### src/rtl/tri_scom_req_ctrl.sv
`default_nettype none
// ============================================================================
//  Module   : tri_scom_req_ctrl
//  Purpose  : SCOM satellite request controller. It accepts one request at a
//             time, decodes the address to a one-hot register strobe, waits
//             for the register acknowledge with a bounded timeout, and returns
//             a one-cycle acknowledge with status and read data.
//  Options  : TRI_SCOM_WDATA_PARITY_EN - when defined, a write whose data
//             fails the even-parity check is rejected as an access error.
//  Revision : 1.0 - initial release
// ============================================================================
module tri_scom_req_ctrl #(
  parameter int                   ADDR_SIZE      = 64,
  parameter int                   SATID_NOBITS   = 5,
  parameter logic [0:ADDR_SIZE-1] USE_ADDR       = {1'b1, {(ADDR_SIZE-1){1'b0}}},
  parameter logic [0:ADDR_SIZE-1] ADDR_IS_RDABLE = {1'b1, {(ADDR_SIZE-1){1'b0}}},
  parameter logic [0:ADDR_SIZE-1] ADDR_IS_WRABLE = {1'b1, {(ADDR_SIZE-1){1'b0}}},
  parameter int                   TIMEOUT        = 15
) (
  input  logic                        nclk,
  input  logic                        rst,
  input  logic                        sc_req,
  input  logic [0:11-SATID_NOBITS-1]  sc_addr,
  input  logic                        sc_r_nw,
  input  logic [0:63]                 sc_wdata,
  input  logic                        sc_wdata_par,
  output logic                        sc_busy,
  output logic                        sc_ack,
  output logic [0:1]                  sc_ack_info,
  output logic [0:63]                 sc_rdata,
  output logic [0:ADDR_SIZE-1]        reg_wr_en,
  output logic [0:ADDR_SIZE-1]        reg_rd_en,
  output logic [0:63]                 reg_wdata,
  input  logic                        reg_ack,
  input  logic [0:63]                 reg_rdata
);

  localparam int         c_aw       = 11 - SATID_NOBITS;
  // Counter value seen during the last WAIT cycle allowed before abort.
  localparam logic [7:0] c_tmo_last = 8'(TIMEOUT - 1);

  typedef enum logic [1:0] {
    IDLE   = 2'd0,
    ACCESS = 2'd1,
    WAIT   = 2'd2,
    RESP   = 2'd3
  } state_t;

  state_t           state_q, state_d;
  logic [0:c_aw-1]  addr_q,  addr_d;
  logic             r_nw_q,  r_nw_d;
  logic [0:63]      wdata_q, wdata_d;
  logic [0:63]      rdata_q, rdata_d;
  logic [0:1]       info_q,  info_d;
  logic [7:0]       cnt_q,   cnt_d;

  logic [31:0]          addr_idx;
  logic [0:ADDR_SIZE-1] dec;
  logic [0:ADDR_SIZE-1] hit_vec;
  logic                 par_err;
  logic                 access_ok;

`ifdef TRI_SCOM_WDATA_PARITY_EN
  // Parity verdict is taken at capture time, against the data actually captured.
  logic par_err_q, par_err_d;
  assign par_err = par_err_q;
`else
  // Parity input has no effect in this build.
  logic unused_par;
  assign unused_par = sc_wdata_par;
  assign par_err    = 1'b0;
`endif

  // Address decode: addresses past the last slot simply match no decoder line.
  assign addr_idx = 32'(addr_q);

  for (genvar i = 0; i < ADDR_SIZE; i++) begin : g_dec
    assign dec[i] = (addr_idx == i);
  end

  assign hit_vec = dec & USE_ADDR;

  // Legal access check: implemented slot with matching permission, good parity.
  always_comb begin
    access_ok = 1'b0;
    if (r_nw_q) begin
      access_ok = |(hit_vec & ADDR_IS_RDABLE);
    end else begin
      access_ok = (|(hit_vec & ADDR_IS_WRABLE)) & ~par_err;
    end
  end

  // Next-state and capture logic for the request FSM.
  always_comb begin
    state_d = state_q;
    addr_d  = addr_q;
    r_nw_d  = r_nw_q;
    wdata_d = wdata_q;
    rdata_d = rdata_q;
    info_d  = info_q;
    cnt_d   = cnt_q;
`ifdef TRI_SCOM_WDATA_PARITY_EN
    par_err_d = par_err_q;
`endif
    case (state_q)
      IDLE: begin
        if (sc_req) begin
          state_d = ACCESS;
          addr_d  = sc_addr;
          r_nw_d  = sc_r_nw;
          wdata_d = sc_wdata;
          rdata_d = '0;
          info_d  = 2'b00;
`ifdef TRI_SCOM_WDATA_PARITY_EN
          par_err_d = ~sc_r_nw & ((^sc_wdata) ^ sc_wdata_par);
`endif
        end
      end
      ACCESS: begin
        if (access_ok) begin
          state_d = WAIT;
          cnt_d   = 8'd0;
        end else begin
          state_d = RESP;
          info_d  = 2'b10;
        end
      end
      WAIT: begin
        // An acknowledge in the final allowed cycle beats the timeout.
        if (reg_ack) begin
          state_d = RESP;
          info_d  = 2'b00;
          if (r_nw_q) begin
            rdata_d = reg_rdata;
          end
        end else if (cnt_q == c_tmo_last) begin
          state_d = RESP;
          info_d  = 2'b01;
        end else begin
          cnt_d = cnt_q + 8'd1;
        end
      end
      RESP: begin
        state_d = IDLE;
      end
      default: begin
        state_d = IDLE;
      end
    endcase
  end

  // State and capture registers with synchronous reset.
  always_ff @(posedge nclk) begin
    if (rst) begin
      state_q <= IDLE;
      addr_q  <= '0;
      r_nw_q  <= 1'b0;
      wdata_q <= '0;
      rdata_q <= '0;
      info_q  <= 2'b00;
      cnt_q   <= 8'd0;
`ifdef TRI_SCOM_WDATA_PARITY_EN
      par_err_q <= 1'b0;
`endif
    end else begin
      state_q <= state_d;
      addr_q  <= addr_d;
      r_nw_q  <= r_nw_d;
      wdata_q <= wdata_d;
      rdata_q <= rdata_d;
      info_q  <= info_d;
      cnt_q   <= cnt_d;
`ifdef TRI_SCOM_WDATA_PARITY_EN
      par_err_q <= par_err_d;
`endif
    end
  end

  // Outputs are decoded from registered state only.
  assign sc_busy     = (state_q != IDLE);
  assign sc_ack      = (state_q == RESP);
  assign sc_ack_info = (state_q == RESP) ? info_q : 2'b00;
  assign sc_rdata    = rdata_q;
  assign reg_wr_en   = (state_q == ACCESS && access_ok && !r_nw_q) ? hit_vec : '0;
  assign reg_rd_en   = (state_q == ACCESS && access_ok &&  r_nw_q) ? hit_vec : '0;
  assign reg_wdata   = (state_q == ACCESS || state_q == WAIT) ? wdata_q : '0;

endmodule
`default_nettype wire

### config.mk
export PLATFORM = sky130hd
export DESIGN_NAME = tri_scom_req_ctrl
export DESIGN_NICKNAME = d
export VERILOG_FILES = /design/src/rtl/tri_scom_req_ctrl.sv
export SDC_FILE = /design/constraint.sdc
export NUM_CORES = 1
export LEC_CHECK = 0
export BUFFER_PORTS_ARGS = -buffer_cell sky130_fd_sc_hd__buf_4
export CAP_MARGIN = 30
export CORE_AREA = 2 2 153 155
export CTS_CLUSTER_DIAMETER = 200
export DETAILED_ROUTE_END_ITERATION = 6
export DIE_AREA = 0 0 155 157
export HOLD_SLACK_MARGIN = 0.12
export PLACE_DENSITY = 0.63
export SYNTH_ARGS = -nofsm -noshare
export SYNTH_HDL_FRONTEND = slang
export SYNTH_SLANG_ARGS = --single-unit
### constraint.sdc
create_clock -name nclk -period 3.7 [get_ports nclk]
set_input_delay 0.185 -clock nclk [delete_from_list [all_inputs] [get_ports nclk]]
set_output_delay 0.185 -clock nclk [all_outputs]
set_load 0.1 [all_outputs]
==> impl_results.md <==
* Count of clock tree sinks at 147
* Antenna violations before repair at 0
* Slew at the pin with the worst max-slew slack at 776.3 ps
* Cell type contributing the most total cell area after synthesis: sky130_fd_sc_hd__dfxtp_1
* Detailed Route WL at 20.92 mm
* Cell types occupying the most area after synthesis: sky130_fd_sc_hd__dfxtp_1 42%, sky130_fd_sc_hd__buf_4 14%, sky130_fd_sc_hd__nand2_1 11%
* Number of distinct standard cells referenced by the synthesized netlist at 42
* Die Span X at 155 µm
* Total power density per cell area at 729.2 nW/µm²
* Reg clk slew, reported paths at 70 ps
* Crit path required time at 4040 ps
* Post-synthesis sequential element count at 147
* Hold Fails Final Rpt at 0
* Most used flip-flop cell after synthesis: sky130_fd_sc_hd__dfxtp_1
* Crit Path Max Fanout at 61
* Shortest clock period the worst path allows after layout at 2472 ps
* Setup TNS at 0 ps
* Number of buffers created by CTS at 17
* Total buffers and inverters traversed by the critical path at 3
* Top post-synthesis cells by count: 212 x sky130_fd_sc_hd__nand2_1, 147 x sky130_fd_sc_hd__dfxtp_1, 138 x sky130_fd_sc_hd__a21oi_1, 132 x sky130_fd_sc_hd__buf_4, 68 x sky130_fd_sc_hd__nand3_1
* Post-Place Cell Area at 8667 µm²
* Number of nets in the layout at 1410
* Clock latency at the later pin of the worst-skew pair at 410 ps
* Hold Crit Class: in -> reg
* Share of final-layout standard cells stronger than drive strength 1 at 0.2537
* Total number of H-tree levels at 4
* Count of mapped cells out of synthesis at 891
* Area delta synth->final at 51.53%
* Global-route congestion overflow total at 0
* Worst vdd rail ir drop at 0.3384 mV
* Clock skew at 9.538 ps
* Dpl hpwl at 12.71 mm
* Number of enable-type register cells in the synthesized netlist at 0
* Worst path cell trace: inv_1, ha_2, buf_4, inv_1, or4_1, a21oi_1
* Outcome: completed
* Largest net degree at the start of global routing at 72
* Final antenna-violating net count at 0
* Vias after detailed routing at 6808
* CP peak stage delay at 620 ps
* Post-CTS Resized at 0
* Count of buffers from port buffering at 272
* Number of post-CTS setup repair buffers at 0
* Area share of the largest cell type after synthesis at 0.4217
* DR DRC count at 0
* Initial standard-cell utilization of the core at 0.3101
* CTS Buffer Depth at 2
* DRC marker count from the first detailed-route iteration at 298
* DR vias/cell at 4.359
* Final critical-path share of the clock period at 0.6680
* FP Rows at 55
* Sequential area share after synthesis at 0.4217
* Number of placed instances, taps included at 1395
* Setup repair after global routing missed its margin: no
* Wire length of the first global-routing pass at 32.04 mm
* Placeable Area at 22500 µm²
* Highest clock frequency the design can meet at 404.6 MHz
* Routed wire length per instance at 13.39 µm
* Cell family with most CP delay: buffers and inverters
* Post-CTS Hold Buffers at 135
* DIE HEIGHT at 157 µm
* Type of element launching the critical path: flip-flop
* Antenna fix cells at 0
* Number of cells in the finished layout apart from fillers at 1562
* Critical-path top delay cell: sky130_fd_sc_hd__buf_4
* Post-route total power at 7.710 mW
* Worst-case headroom to the max-slew limit at 0.4824
* Library cell with the highest instance count after synthesis: sky130_fd_sc_hd__nand2_1
* Global-route usage over all layers at 0.1632
* Count of boundary I/O pins at 400
* Cell area after technology mapping at 6978 µm²
* Endpoint class of the critical path: flip-flop
* Synthesized area divided by synthesized cell count at 7.832 µm²
* Reg2reg setup slack at 1230 ps
* Crit-path most repeated cell: sky130_fd_sc_hd__inv_1
* Number of iterations in the first detailed-routing pass at 4
* Final number of max-transition violations at 0
* CTS tree: yes
* Via count of the first global-routing pass at 6550
* Clock tree root buffer cell: sky130_fd_sc_hd__clkbuf_16
* Async set or reset register ratio after synthesis at 0
* Routability cong. at 0.7271
* Final setup vio count at 0
* Worst endpoint data arrival time at 2810 ps
* Worst slack after detailed placement at 1214 ps
* Setup slack after layout at 1228 ps
* P_leak at 4.665 nW
* Die outline area at 24340 µm²
* Count of warnings emitted by yosys at 0
* Critical path class: reg -> reg
* Filler cell count at 2122
* Number of max-capacitance violations reported at 0
* Design Area, Final at 10570 µm²
## through the flow
step,utilization,hold WS [ps]
final,0.4699,229.9
after global routing,0.4699,230.4
after CTS,0.4699,210.3
after detailed placement,0.3852,439.4
after global placement,0.3852,432.6
after floorplan,-,321.0
## report_power, final
part           internal, mW  switching (mW)  total (mW)  leakage [nW]
Combinational         0.828            3.32        4.14          3.21
Sequential             1.80           0.111        1.92          1.20
Clock                 0.907           0.742        1.65         0.262
Total                  3.54            4.17        7.71          4.66
## worst paths after layout
check | from | endpoint | cells after the start
hold reg to reg | wdata_q[8] | wdata_q[8] | 2
hold / removal | sc_req | state_q[1] | 4
setup / recovery | state_q[0] | cnt_q[1] | 6
setup reg to reg | state_q[0] | cnt_q[1] | 6
## flip-flops by register name, summed over array words and instances, names as in the netlist
name      count
addr_q        6
cnt_q         8
info_q        2
r_nw_q        1
sc_rdata     64
state_q       2
wdata_q      64
## tightest hold or removal path: cells and delay by family
kind	cells	cell delay, ps
simple gates	1	60
buf+inv	1	110
compound gates	2	230
## metal layers
metal / global-route usage / vias up / routed length, µm / share of wire
li1: - / 3412 / - / -
met2: 0.3029 / 257 / 10750 / 0.51
met5: 0 / - / 0 / 0
met3: 0.05094 / 17 / 1532 / 0.073
met1: 0.1779 / 3122 / 8394 / 0.40
met4: 0.04850 / 0 / 242 / 0.012
## placed cells by master (no fill, tap or decap), types with 2 or more instances in the layout
| master | instances |
|---|---|
| sky130_fd_sc_hd__clkinv_4 | 3 |
| sky130_fd_sc_hd__dlygate4sd3_1 | 135 |
| sky130_fd_sc_hd__clkbuf_8 | 2 |
| sky130_fd_sc_hd__nor2_1 | 8 |
| sky130_fd_sc_hd__conb_1 | 126 |
| sky130_fd_sc_hd__inv_6 | 3 |
| sky130_fd_sc_hd__and4b_1 | 2 |
| sky130_fd_sc_hd__a21oi_2 | 2 |
| sky130_fd_sc_hd__inv_1 | 7 |
| sky130_fd_sc_hd__o31ai_1 | 3 |
| sky130_fd_sc_hd__nor3_1 | 4 |
| sky130_fd_sc_hd__clkbuf_16 | 17 |
| sky130_fd_sc_hd__nand2b_1 | 3 |
| sky130_fd_sc_hd__nor3b_1 | 3 |
| sky130_fd_sc_hd__clkinvlp_4 | 4 |
| sky130_fd_sc_hd__a32o_1 | 4 |
| sky130_fd_sc_hd__and3_1 | 2 |
| sky130_fd_sc_hd__ha_1 | 5 |
| sky130_fd_sc_hd__and2_1 | 66 |
| sky130_fd_sc_hd__o221ai_1 | 3 |
| sky130_fd_sc_hd__a311oi_1 | 2 |
| sky130_fd_sc_hd__a21oi_1 | 138 |
| sky130_fd_sc_hd__a31oi_1 | 2 |
| sky130_fd_sc_hd__nand3_1 | 68 |
| sky130_fd_sc_hd__dfxtp_1 | 147 |
| sky130_fd_sc_hd__nand2_1 | 211 |
| sky130_fd_sc_hd__nor2b_1 | 2 |
| sky130_fd_sc_hd__buf_4 | 281 |
| sky130_fd_sc_hd__o21ai_0 | 3 |
## cells by family after synthesis
family	share of synthesized area
mux	0.001614
simple gates	0.2500
compound gates	0.1320
buf+inv	0.1834
other cells	0.0005374
fa+ha+maj	0.01076
flops	0.4217
## cell type report
| type | count | area (µm²) | area share |
|---|---|---|---|
| Tap cell | 285 | 356.6 | 0.03372 |
| Timing Repair Buffer | 416 | 3461 | 0.3273 |
| Sequential cell | 147 | 2943 | 0.2783 |
| Clock buffer | 20 | 456.7 | 0.04319 |
| Clock inverter | 12 | 98.84 | 0.009348 |
| Inverter | 7 | 26.28 | 0.002485 |
| Multi-Input combinational cell | 675 | 3232 | 0.3056 |
Power figures use the tool's default switching activity.
